$ cat src/rtl/cv32e40x_div_iter.sv
// Iterative radix-2 divider/remainder unit (DIV, DIVU, REM, REMU), one quotient bit per cycle.
// Shares the multiplier's valid/ready handshake; dropping valid_i kills the operation.
module cv32e40x_div_iter (
  input  logic        clk,
  input  logic        rst_n,
  input  logic        valid_i,
  input  logic [1:0]  operator_i,
  input  logic [31:0] op_a_i,
  input  logic [31:0] op_b_i,
  output logic [31:0] result_o,
  output logic        ready_o,
  output logic        valid_o,
  input  logic        ready_i
);

  typedef enum logic [1:0] {IDLE, DIVIDE, FINISH} state_e;

  state_e      state_q, state_d;
  logic [5:0]  cnt_q, cnt_d;
  logic [31:0] rem_q, rem_d;
  logic [31:0] dvd_q, dvd_d;
  logic [31:0] dvs_q, dvs_d;
  logic [1:0]  op_q, op_d;
  logic        qneg_q, qneg_d;
  logic        rneg_q, rneg_d;
  logic [31:0] result_q, result_d;

  logic        signed_op;
  logic [31:0] a_mag, b_mag;
  logic        div_by_zero, overflow;
  logic [32:0] rem_shift, diff;
  logic        q_bit;
  logic [31:0] rem_step, dvd_step;
  logic [31:0] raw_res, final_res;
  logic        neg_res;

  // operator_i[0]=1 selects unsigned, operator_i[1]=1 selects remainder
  assign signed_op   = ~operator_i[0];
  assign a_mag       = (signed_op && op_a_i[31]) ? (~op_a_i + 32'd1) : op_a_i;
  assign b_mag       = (signed_op && op_b_i[31]) ? (~op_b_i + 32'd1) : op_b_i;
  assign div_by_zero = (op_b_i == 32'd0);
  assign overflow    = signed_op && (op_a_i == 32'h8000_0000) && (op_b_i == 32'hFFFF_FFFF);

  // Restoring step: the 33-bit difference's MSB is the borrow
  assign rem_shift = {rem_q, dvd_q[31]};
  assign diff      = rem_shift - {1'b0, dvs_q};
  assign q_bit     = ~diff[32];
  assign rem_step  = q_bit ? diff[31:0] : rem_shift[31:0];
  assign dvd_step  = {dvd_q[30:0], q_bit};

  assign raw_res   = op_q[1] ? rem_step : dvd_step;
  assign neg_res   = op_q[1] ? rneg_q : qneg_q;
  assign final_res = neg_res ? (~raw_res + 32'd1) : raw_res;

  always_comb begin
    state_d  = state_q;
    cnt_d    = cnt_q;
    rem_d    = rem_q;
    dvd_d    = dvd_q;
    dvs_d    = dvs_q;
    op_d     = op_q;
    qneg_d   = qneg_q;
    rneg_d   = rneg_q;
    result_d = result_q;

    if (!valid_i) begin
      state_d  = IDLE;
      cnt_d    = 6'd0;
      rem_d    = 32'd0;
      dvd_d    = 32'd0;
      dvs_d    = 32'd0;
      result_d = 32'd0;
    end else begin
      case (state_q)
        IDLE: begin
          op_d   = operator_i;
          qneg_d = signed_op && (op_a_i[31] ^ op_b_i[31]);
          rneg_d = signed_op && op_a_i[31];
          dvs_d  = b_mag;
          if (div_by_zero) begin
            result_d = operator_i[1] ? op_a_i : 32'hFFFF_FFFF;
            state_d  = FINISH;
          end else if (overflow) begin
            result_d = operator_i[1] ? 32'd0 : 32'h8000_0000;
            state_d  = FINISH;
          end else begin
            rem_d   = 32'd0;
            dvd_d   = a_mag;
            cnt_d   = 6'd31;
            state_d = DIVIDE;
          end
        end
        DIVIDE: begin
          rem_d = rem_step;
          dvd_d = dvd_step;
          if (cnt_q == 6'd0) begin
            result_d = final_res;
            state_d  = FINISH;
          end else begin
            cnt_d = cnt_q - 6'd1;
          end
        end
        FINISH: begin
          if (ready_i) begin
            state_d = IDLE;
          end
        end
        default: state_d = IDLE;
      endcase
    end
  end

  always_ff @(posedge clk or negedge rst_n) begin
    if (!rst_n) begin
      state_q  <= IDLE;
      cnt_q    <= 6'd0;
      rem_q    <= 32'd0;
      dvd_q    <= 32'd0;
      dvs_q    <= 32'd0;
      op_q     <= 2'b00;
      qneg_q   <= 1'b0;
      rneg_q   <= 1'b0;
      result_q <= 32'd0;
    end else begin
      state_q  <= state_d;
      cnt_q    <= cnt_d;
      rem_q    <= rem_d;
      dvd_q    <= dvd_d;
      dvs_q    <= dvs_d;
      op_q     <= op_d;
      qneg_q   <= qneg_d;
      rneg_q   <= rneg_d;
      result_q <= result_d;
    end
  end

  // Gated by valid_i so a kill takes effect in the same cycle
  assign valid_o  = valid_i && (state_q == FINISH);
  assign ready_o  = !valid_i || (valid_o && ready_i);
  assign result_o = result_q;

`ifndef SYNTHESIS
  a_valid_in_finish: assert property (@(posedge clk) disable iff (!rst_n)
    valid_o |-> (state_q == FINISH));
  a_cnt_range: assert property (@(posedge clk) disable iff (!rst_n)
    cnt_q <= 6'd31);
  a_result_stable: assert property (@(posedge clk) disable iff (!rst_n)
    (valid_o && !ready_i) |=> $stable(result_o));
`endif

endmodule
$ cat config.mk
export PLATFORM = sky130hd
export DESIGN_NAME = cv32e40x_div_iter
export DESIGN_NICKNAME = d
export VERILOG_FILES = /design/src/rtl/cv32e40x_div_iter.sv
export SDC_FILE = /design/constraint.sdc
export NUM_CORES = 1
export LEC_CHECK = 0
export BUFFER_PORTS_ARGS = -buffer_cell sky130_fd_sc_hd__buf_2
export CORE_ASPECT_RATIO = 1.75
export CORE_MARGIN = 2
export CORE_UTILIZATION = 55
export CTS_CLUSTER_SIZE = 12
export DETAILED_ROUTE_END_ITERATION = 16
export PLACE_DENSITY = 0.75
export SYNTH_ARGS = -nofsm -noshare
export SYNTH_HDL_FRONTEND = slang
export SYNTH_SLANG_ARGS = --single-unit
$ cat constraint.sdc
create_clock -name clk -period 11.7 [get_ports clk]
set_input_delay 0.585 -clock clk [delete_from_list [all_inputs] [get_ports clk]]
set_output_delay 0.585 -clock clk [all_outputs]
set_load 0.02 [all_outputs]
Yosys cells after proc, flatten, opt, wreduce, memory -nomap -nowiden. Cells that the tools add are included.

Register bits after elaboration: 140. Input bits: 70.

Add/sub/neg operators: 5. Equal/unequal tests: 12. Muxes and demuxes: 34. Bitwise logic cells: 6. Reduce and logical (&&, ||, !) cells: 17.

Operators with widths (number): $mux W32 (19); $pmux W32 S2 (3); $add A32 B1 Y32 const B (3); $not A32 Y32 (3); $eq A32 B32 Y1 const B (2); $sub A33 B32 Y33 (1); $logic_not A32 Y1 (1); $mux W6 (4); $ne A3 B3 Y1 const B (5); $pmux W6 S2 (1); $mux W2 (5); $logic_and A1 B1 Y1 (7); $logic_not A6 Y1 (1); $pmux W2 S3 (1); $reduce_and A3 Y1 (2); $sub A6 B1 Y6 const B (1); $ne A4 B4 Y1 const B (1); $reduce_and A2 Y1 (2); $reduce_and A4 Y1 (1); $ne A3 B1 Y1 const B (1); $eq A2 B1 Y1 const B (1); $eq A2 B2 Y1 const B (1); $logic_not A2 Y1 (1); $ne A2 B1 Y1 const B (1); other kinds (5) (6).

Logic depth before layout (Yosys ltp). Gate-level depths: netlist of the first run.

Depth in word-level cells: 9. Mapped depth: 19. Gate-level depth less buffers: 16.

Least setup slack after synthesis of the first run. Ideal clock, no wire load.

Path kind: register to register. Start point: register dvd_q[31]. End point: register result_q[25] (netlist: result_o[25]). Library setup time: 76 ps. Data arrival time: 4090 ps. Required time: 11624 ps. Setup slack: 7534 ps. Cell stages (with the launch flop): 17. Buffers on the path: 0. Clock period less this slack: 4166 ps. Cell sequence: dfrtp_1 -> inv_1 -> ha_1 -> inv_1 -> fa_1 -> a211oi_2 -> o211ai_2 -> a211oi_4 -> o41a_2 -> o41ai_2 -> or4_4 -> a221oi_4 -> and4_1 -> nand2_2 -> nor4_2 -> mux2_1 -> o21ai_1.

Word-level cells in the longest chain between the ends: 9. Elaborated cells between the ends (all ways): 10. Classes of those cells: add/sub (2); mux (6); bitwise (2).

RTL lines: start: declaration (line 21) `logic [31:0] dvd_q, dvd_d;`; start signal: assignment (line 128) `dvd_q <= dvd_d;`; $sub A33 B32 Y33 (line 46) `assign diff = rem_shift - {1'b0, dvs_q};`; $mux W32 or $not A1 Y1 (tied branches) (line 48, 47); $mux W32 * (line 51) `assign raw_res = op_q[1] ? rem_step : dvd_step;`; $not A32 Y32 (line 53) `assign final_res = neg_res ? (~raw_res + 32'd1) : raw_res;`; $add A32 B1 Y32 (line 53); $mux W32 * (line 53); $mux W32 * (line 96) `if (cnt_q == 6'd0) begin`; $pmux W32 S2 * (line 74) `case (state_q)`; $mux W32 * (line 66) `if (!valid_i) begin`; end signal: assignment (line 133) `result_q <= result_d;`; end: declaration (line 26) `logic [31:0] result_q, result_d;`.

Mark *: on every way between the ends. The rest lies on a longest branch, timed or not. The select of a mux whose other input is x is not followed. A chain may end at the register's enable or synchronous reset.

Final worst setup path of the first run.
Start point: register dvd_q[31]. End point: register result_q[26] (netlist: result_o[26]).

Same word-level chain as after synthesis.

==> flow_summary.toml, run 1 <==
[outcome]
status = "completed"

[worst_setup_path]
critPathLaunchType = "flop"
cp.required_ns = 12.01
arrival_ns = 5.36
cp_common_cell = "inv_1"
max_stage_delay_ns = 0.51
crit_path_top_delay_cell = "o41a_1"
worstRegToRegCells = 17
endpoint_kind = "flop"
worstPathMaxFanout = 39
critPathKind = "reg2reg"
crit_chain = "inv_1 > ha_1 > inv_1 > fa_1 > a211oi_2 > o211ai_2 > a211oi_4 > nor3_2 > o41a_1 > nand2_1 > buf_4 > a311oi_1 > or2_2 > nor4_2 > a21oi_1 > xnor2_1 > o221ai_1"

[pwr]
p_leak_nw = 5.43
ir_drop_mv = 0.130
total_power_mw = 2.37
power_density_nw_per_um2 = 189

[yosys]
avgSynthCellArea_um2 = 7.69
ys_ff_latch = 139
synth-edff-count = 0
syn_area_um2 = 11200
ys_warn_count = 0
syn-num-nets = 1563
synth_ff_type = "dfrtp_1"
synth_cells = 1455
synthArstFlopShare = 1.00
ys_types = 81
synth_seq_area_share = 0.311

[placement]
gp_congestion = 0.946
place_hpwl_mm = 28.5
portBuffers = 103
place_area_um2 = 11800

[floorplan]
die_w_um = 112
initial_core_util = 0.556
fp.coreArea_um2 = 20100
ios = 104
die_h_um = 193
num_rows = 69
dieArea_um2 = 21500

[clock_network]
insertion_delay_ns = 0.45
h-tree-depth = 4
cts_tree = "built"
post_cts_buffers = 0
clockBufferDepth = 2
clock-root-buffer = "clkbuf_16"
cts_made_buffers = 17
cts-resized-gates = 0
cts_hold_buf = 0
clk_pin_slew_ns = 0.07
clkSinkCount = 139

[sta]
final.period_utilization = 0.432
slew_viol_final = 0
whs_ns = 0.114
fmax_mhz = 198
clock_skew_ns = 0.0129
final-hold-violation-count = 0
period_needed_ns = 5.05
setup_viol = 0
relSlewSlack = 0.164
worst_pin_slew_ns = 1.25
rsz0062_at_grt = "no"
setup-tns-final_ns = 0

[cells_and_area]
multi_input_area_um2 = 7180
area_delta_synth_final_pct = 11.7
fin_util = 0.621
nFillCells = 1823
num-nets-final = 1621
antenna_cells = 0
fin_area_um2 = 12500
drive_above_1_share = 0.119
seq_area_um2 = 3480

[global_routing]
antenna_found_initial = 0
grt_first_pass_wirelength_mm = 60.3
grt_util_all_layers = 0.357
grt_max_degree = 83
gr-total-overflow = 0
grt_pass1_vias = 11273

[routing]
dr.pass1.iters = 5
ant_nets = 0
vias = 11648
drt-total-wl_mm = 38.3
drcViolationCount = 0
drt_iter0_markers = 956
vias_per_cell = 6.57
wl_per_cell_um = 21.6

[job]
drv_cap = 0

[hold_path]
min_path_type = "in2async"
[registers in the layout, indices dropped and copies added (netlist names)]
name and count:
dvd_q 32, dvs_q 32, rem_q 32, result_o 32, cnt_q 6, state_q 2
op_q 1, qneg_q 1, rneg_q 1
[placed cells by master, fill, tap and decap left out, types with 30 or more instances in the layout]
master / count
nand2_1: 210
o21ai_0: 156
dfrtp_1: 138
nor2_1: 115
a21oi_1: 113
buf_2: 102
inv_1: 64
xnor2_1: 53
xor2_1: 48
nor3_1: 40
ha_1: 37
nand3_1: 30
[synth_stat cells (5+ instances only)]
cell type / instances / share of area
or3_1: 16 / 0.0090
o21ai_1: 22 / 0.0098
ha_1: 37 / 0.041
and2_1: 6 / 0.0034
mux2i_1: 20 / 0.018
a211oi_1: 8 / 0.0054
nor2_1: 116 / 0.039
o211a_1: 6 / 0.0054
nor2b_1: 8 / 0.0045
inv_1: 64 / 0.021
a21o_1: 18 / 0.012
o211ai_1: 22 / 0.015
a21oi_1: 113 / 0.051
nand4_1: 17 / 0.0095
or4_1: 10 / 0.0067
clkbuf_1: 66 / 0.022
xnor2_1: 53 / 0.042
and4_1: 6 / 0.0047
nand3_1: 30 / 0.013
o31ai_1: 21 / 0.014
xor2_1: 48 / 0.038
o22ai_1: 12 / 0.0067
nand2b_1: 10 / 0.0056
o21ai_0: 157 / 0.070
o221ai_1: 12 / 0.0094
o21a_1: 18 / 0.012
nor4_1: 11 / 0.0062
nor3_1: 40 / 0.018
and3_1: 7 / 0.0039
or2_2: 5 / 0.0028
a31oi_1: 18 / 0.010
o21bai_1: 5 / 0.0034
dfrtp_1: 139 / 0.31
a22o_1: 11 / 0.0086
buf_2: 8 / 0.0036
o41ai_1: 6 / 0.0047
nand2_1: 210 / 0.070
[final timing paths]
path | from | endpoint | slack, ns
min in group clk | operator_i[0] | qneg_q | 0.46
min reg2reg | result_o[7] | result_o[7] | 0.47
max in group asynchronous | rst_n | rem_q[11] | 10.05
min | rst_n | dvs_q[30] | 0.11
max reg2reg | dvd_q[31] | result_o[26] | 6.65
max | dvd_q[31] | result_o[26] | 6.65
[layer usage]
layer	track usage	vias to the layer above	wire length [µm]
li1	-	5392	-
met1	0.408	5541	14400
met2	0.619	568	19000
met3	0.0603	147	2360
met4	0.226	0	2500
met5	0	-	0
[critical path, delay by kind of cell, from the launching register on]
family / cells / cell delay [ns]
compound gates: 7 / 1.98
simple gates: 4 / 1.17
fa+ha+maj: 2 / 0.61
buf+inv: 3 / 0.53
flops: 1 / 0.42
xor+xnor: 1 / 0.20
[through the flow]
step | std cells | worst slack, ns
after floorplan | 1455 | 7.53
after CTS | 1774 | 6.70
final | 1774 | 6.65
after global routing | 1774 | 6.41
after global placement | 1742 | 6.93
after detailed placement | 1742 | 6.75
[power by group]
part | switching, mW | internal [mW]
sequential | 0.0648 | 0.544
clock | 0.229 | 0.385
combinational | 0.760 | 0.384
total | 1.05 | 1.31
[cell type report]
type | count | area share
Clock buffer | 18 | 0.0352
Sequential cell | 139 | 0.279
Tap cell | 248 | 0.0248
Clock inverter | 14 | 0.0174
Multi-Input combinational cell | 1174 | 0.575
Inverter | 64 | 0.0192
Timing Repair Buffer | 117 | 0.0502
[cell families (layout without fill, tap and decap cells)]
group | after synthesis | in the layout | synth area share
compound gates | 503 | 503 | 0.285
xor+xnor | 101 | 101 | 0.0791
fa+ha+maj | 38 | 38 | 0.0432
buf+inv | 142 | 213 | 0.0486
flops | 139 | 139 | 0.311
mux | 24 | 24 | 0.0219
simple gates | 508 | 508 | 0.211
(Power assumes the default switching activity.)
==> inputs of run 2 (changes only) <==
Settings changed: PLACE_DENSITY 0.75 to 0.78.
Clock period 11.7 ns to 4.5 ns, I/O delays scaled along.
==> run 2 against run 1 <==
Against the previous run:
- clock power increased by 140%
- count of clock-buffer cells in the layout grew 2
- wire length is 1.1% higher
- non-clock buffer count increased by 48
- highest routed layer unchanged
==> flow_summary.toml, run 2 (synthesis gave the netlist of run 1 again) <==
[sta]
final.period_utilization = 0.990
worst_pin_slew_ns = 1.02
clock_skew_ns = 0.0103
period_needed_ns = 4.46
setup-tns-final_ns = 0
final-hold-violation-count = 0
slew_viol_final = 0
fmax_mhz = 224
relSlewSlack = 0.318
setup_viol = 0

[pwr]
power_density_nw_per_um2 = 487
p_leak_nw = 5.68
ir_drop_mv = 0.367

[cells_and_area]
mostFrequentLayoutCell = "nand2_1"
num-nets-final = 1669
final_cell_mix = "209 x nand2_1, 156 x o21ai_0, 138 x dfrtp_1"
seq_area_um2 = 3480
drive_above_1_share = 0.158
antenna_cells = 0
fin_util = 0.645
multi_input_area_um2 = 7330
area_delta_synth_final_pct = 16.0
nFillCells = 1809

[global_routing]
grt_first_pass_wirelength_mm = 60.8
gr-total-overflow = 0
grt_pass1_vias = 11445
grt_max_degree = 102
grt_util_all_layers = 0.358
antenna_found_initial = 0

[routing]
vias_per_cell = 6.51
ant_nets = 0
vias = 11857
wl_per_cell_um = 21.2
drt-total-wl_mm = 38.7
dr.pass1.iters = 5
drt_iter0_markers = 1075
drcViolationCount = 0

[floorplan]
initial_core_util = 0.556
die_h_um = 193
fp.coreArea_um2 = 20100
dieArea_um2 = 21500
num_rows = 69
ios = 104
die_w_um = 112

[clock_network]
cts_made_buffers = 17
clock-root-buffer = "clkbuf_16"
insertion_delay_ns = 0.45
clockBufferDepth = 2
cts_tree = "built"
clk_pin_slew_ns = 0.07
h-tree-depth = 4
clkSinkCount = 139

[worst_setup_path]
path_buf_inv = 3
cp.required_ns = 4.81
critPathKind = "reg2reg"
crit_chain = "inv_2 > ha_2 > inv_1 > fa_2 > a211oi_4 > o211ai_2 > a211oi_4 > buf_4 > o41a_2 > o41ai_4 > or4_4 > a221oi_4 > nand4_4 > or3_4 > o21ai_1 > xor2_1 > o21ai_1"
endpoint_kind = "flop"
max_stage_delay_ns = 0.53
crit_family = "compound AO/OA/AOI/OAI gates"
crit_path_top_delay_cell = "or4_4"
worstPathMaxFanout = 4
critPathLaunchType = "flop"
arrival_ns = 4.77

[placement]
gp_congestion = 0.995
place_hpwl_mm = 28.6
portBuffers = 103

[outcome]
status = "completed"

[job]
drv_cap = 0

[hold_path]
min_path_type = "in2reg"
run 2: layout make-up:
class	instances	share of cell area
multi-input combinational	1174	0.565
sequential	139	0.268
timing repair buffer	165	0.0779
clock buffer	20	0.0360
tap	248	0.0239
inverter	64	0.0185
clock inverter	12	0.0105
run 2: per-stage QoR:
step | instance area [µm²] | setup WS [ns] | power (mW) | std cells | hold WS [ns]
after CTS | 12700 | 0.00462 | 6.08 | 1810 | 0.0885
after global placement | 12100 | 0.120 | 4.56 | 1777 | 0.413
after floorplan | 11200 | 0.334 | 3.63 | 1455 | -0.0706
final | 13000 | 0.0441 | 6.32 | 1822 | 0.0938
after global routing | 13000 | -0.0777 | 6.66 | 1822 | 0.104
after detailed placement | 12100 | 0.0777 | 4.58 | 1777 | 0.420
run 2: repair_timing:
item                                    4_1_cts  5_1_grt
endpoints found under the setup margin        1       13
setup buffers                                 0       12
pin swaps                                     0       25
hold endpoints to repair                    100        0
resized for setup                             3       30
hold buffers                                  1        0
run 2: layer usage:
layer / global-route usage / part of all wire / up-vias
met3: 0.0550 / 0.065 / 133
met4: 0.200 / 0.053 / 0
li1: - / - / 5478
met2: 0.632 / 0.51 / 596
met5: 0 / 0 / -
met1: 0.411 / 0.37 / 5650
run 2: worst paths after layout:
kind	to	slack, ns	from	depth (start not counted)
max	result_o[24]	0.04	dvd_q[31]	17
min	qneg_q	0.09	operator_i[0]	2
max reg2reg	result_o[24]	0.04	dvd_q[31]	17
min in group asynchronous	dvs_q[30]	0.44	rst_n	2
min reg2reg	result_o[3]	0.47	result_o[3]	2
max in group asynchronous	rem_q[8]	2.82	rst_n	3
run 2: worst register-to-register path: stages, from the launching register on:
cell	delay, ns
dfrtp_1	0.39
inv_2	0.05
ha_2	0.17
inv_1	0.06
fa_2	0.41
a211oi_4	0.31
o211ai_2	0.19
a211oi_4	0.31
buf_4	0.17
o41a_2	0.17
o41ai_4	0.10
or4_4	0.53
a221oi_4	0.41
nand4_4	0.20
or3_4	0.44
o21ai_1	0.17
xor2_1	0.17
o21ai_1	0.07
run 2: where the power goes:
part	leakage [nW]	switching, mW	total [mW]	internal (mW)
registers	1.87	0.172	1.59	1.41
clock network	0.295	0.613	1.48	0.866
logic	3.52	2.06	3.26	1.19
total	5.68	2.85	6.32	3.47
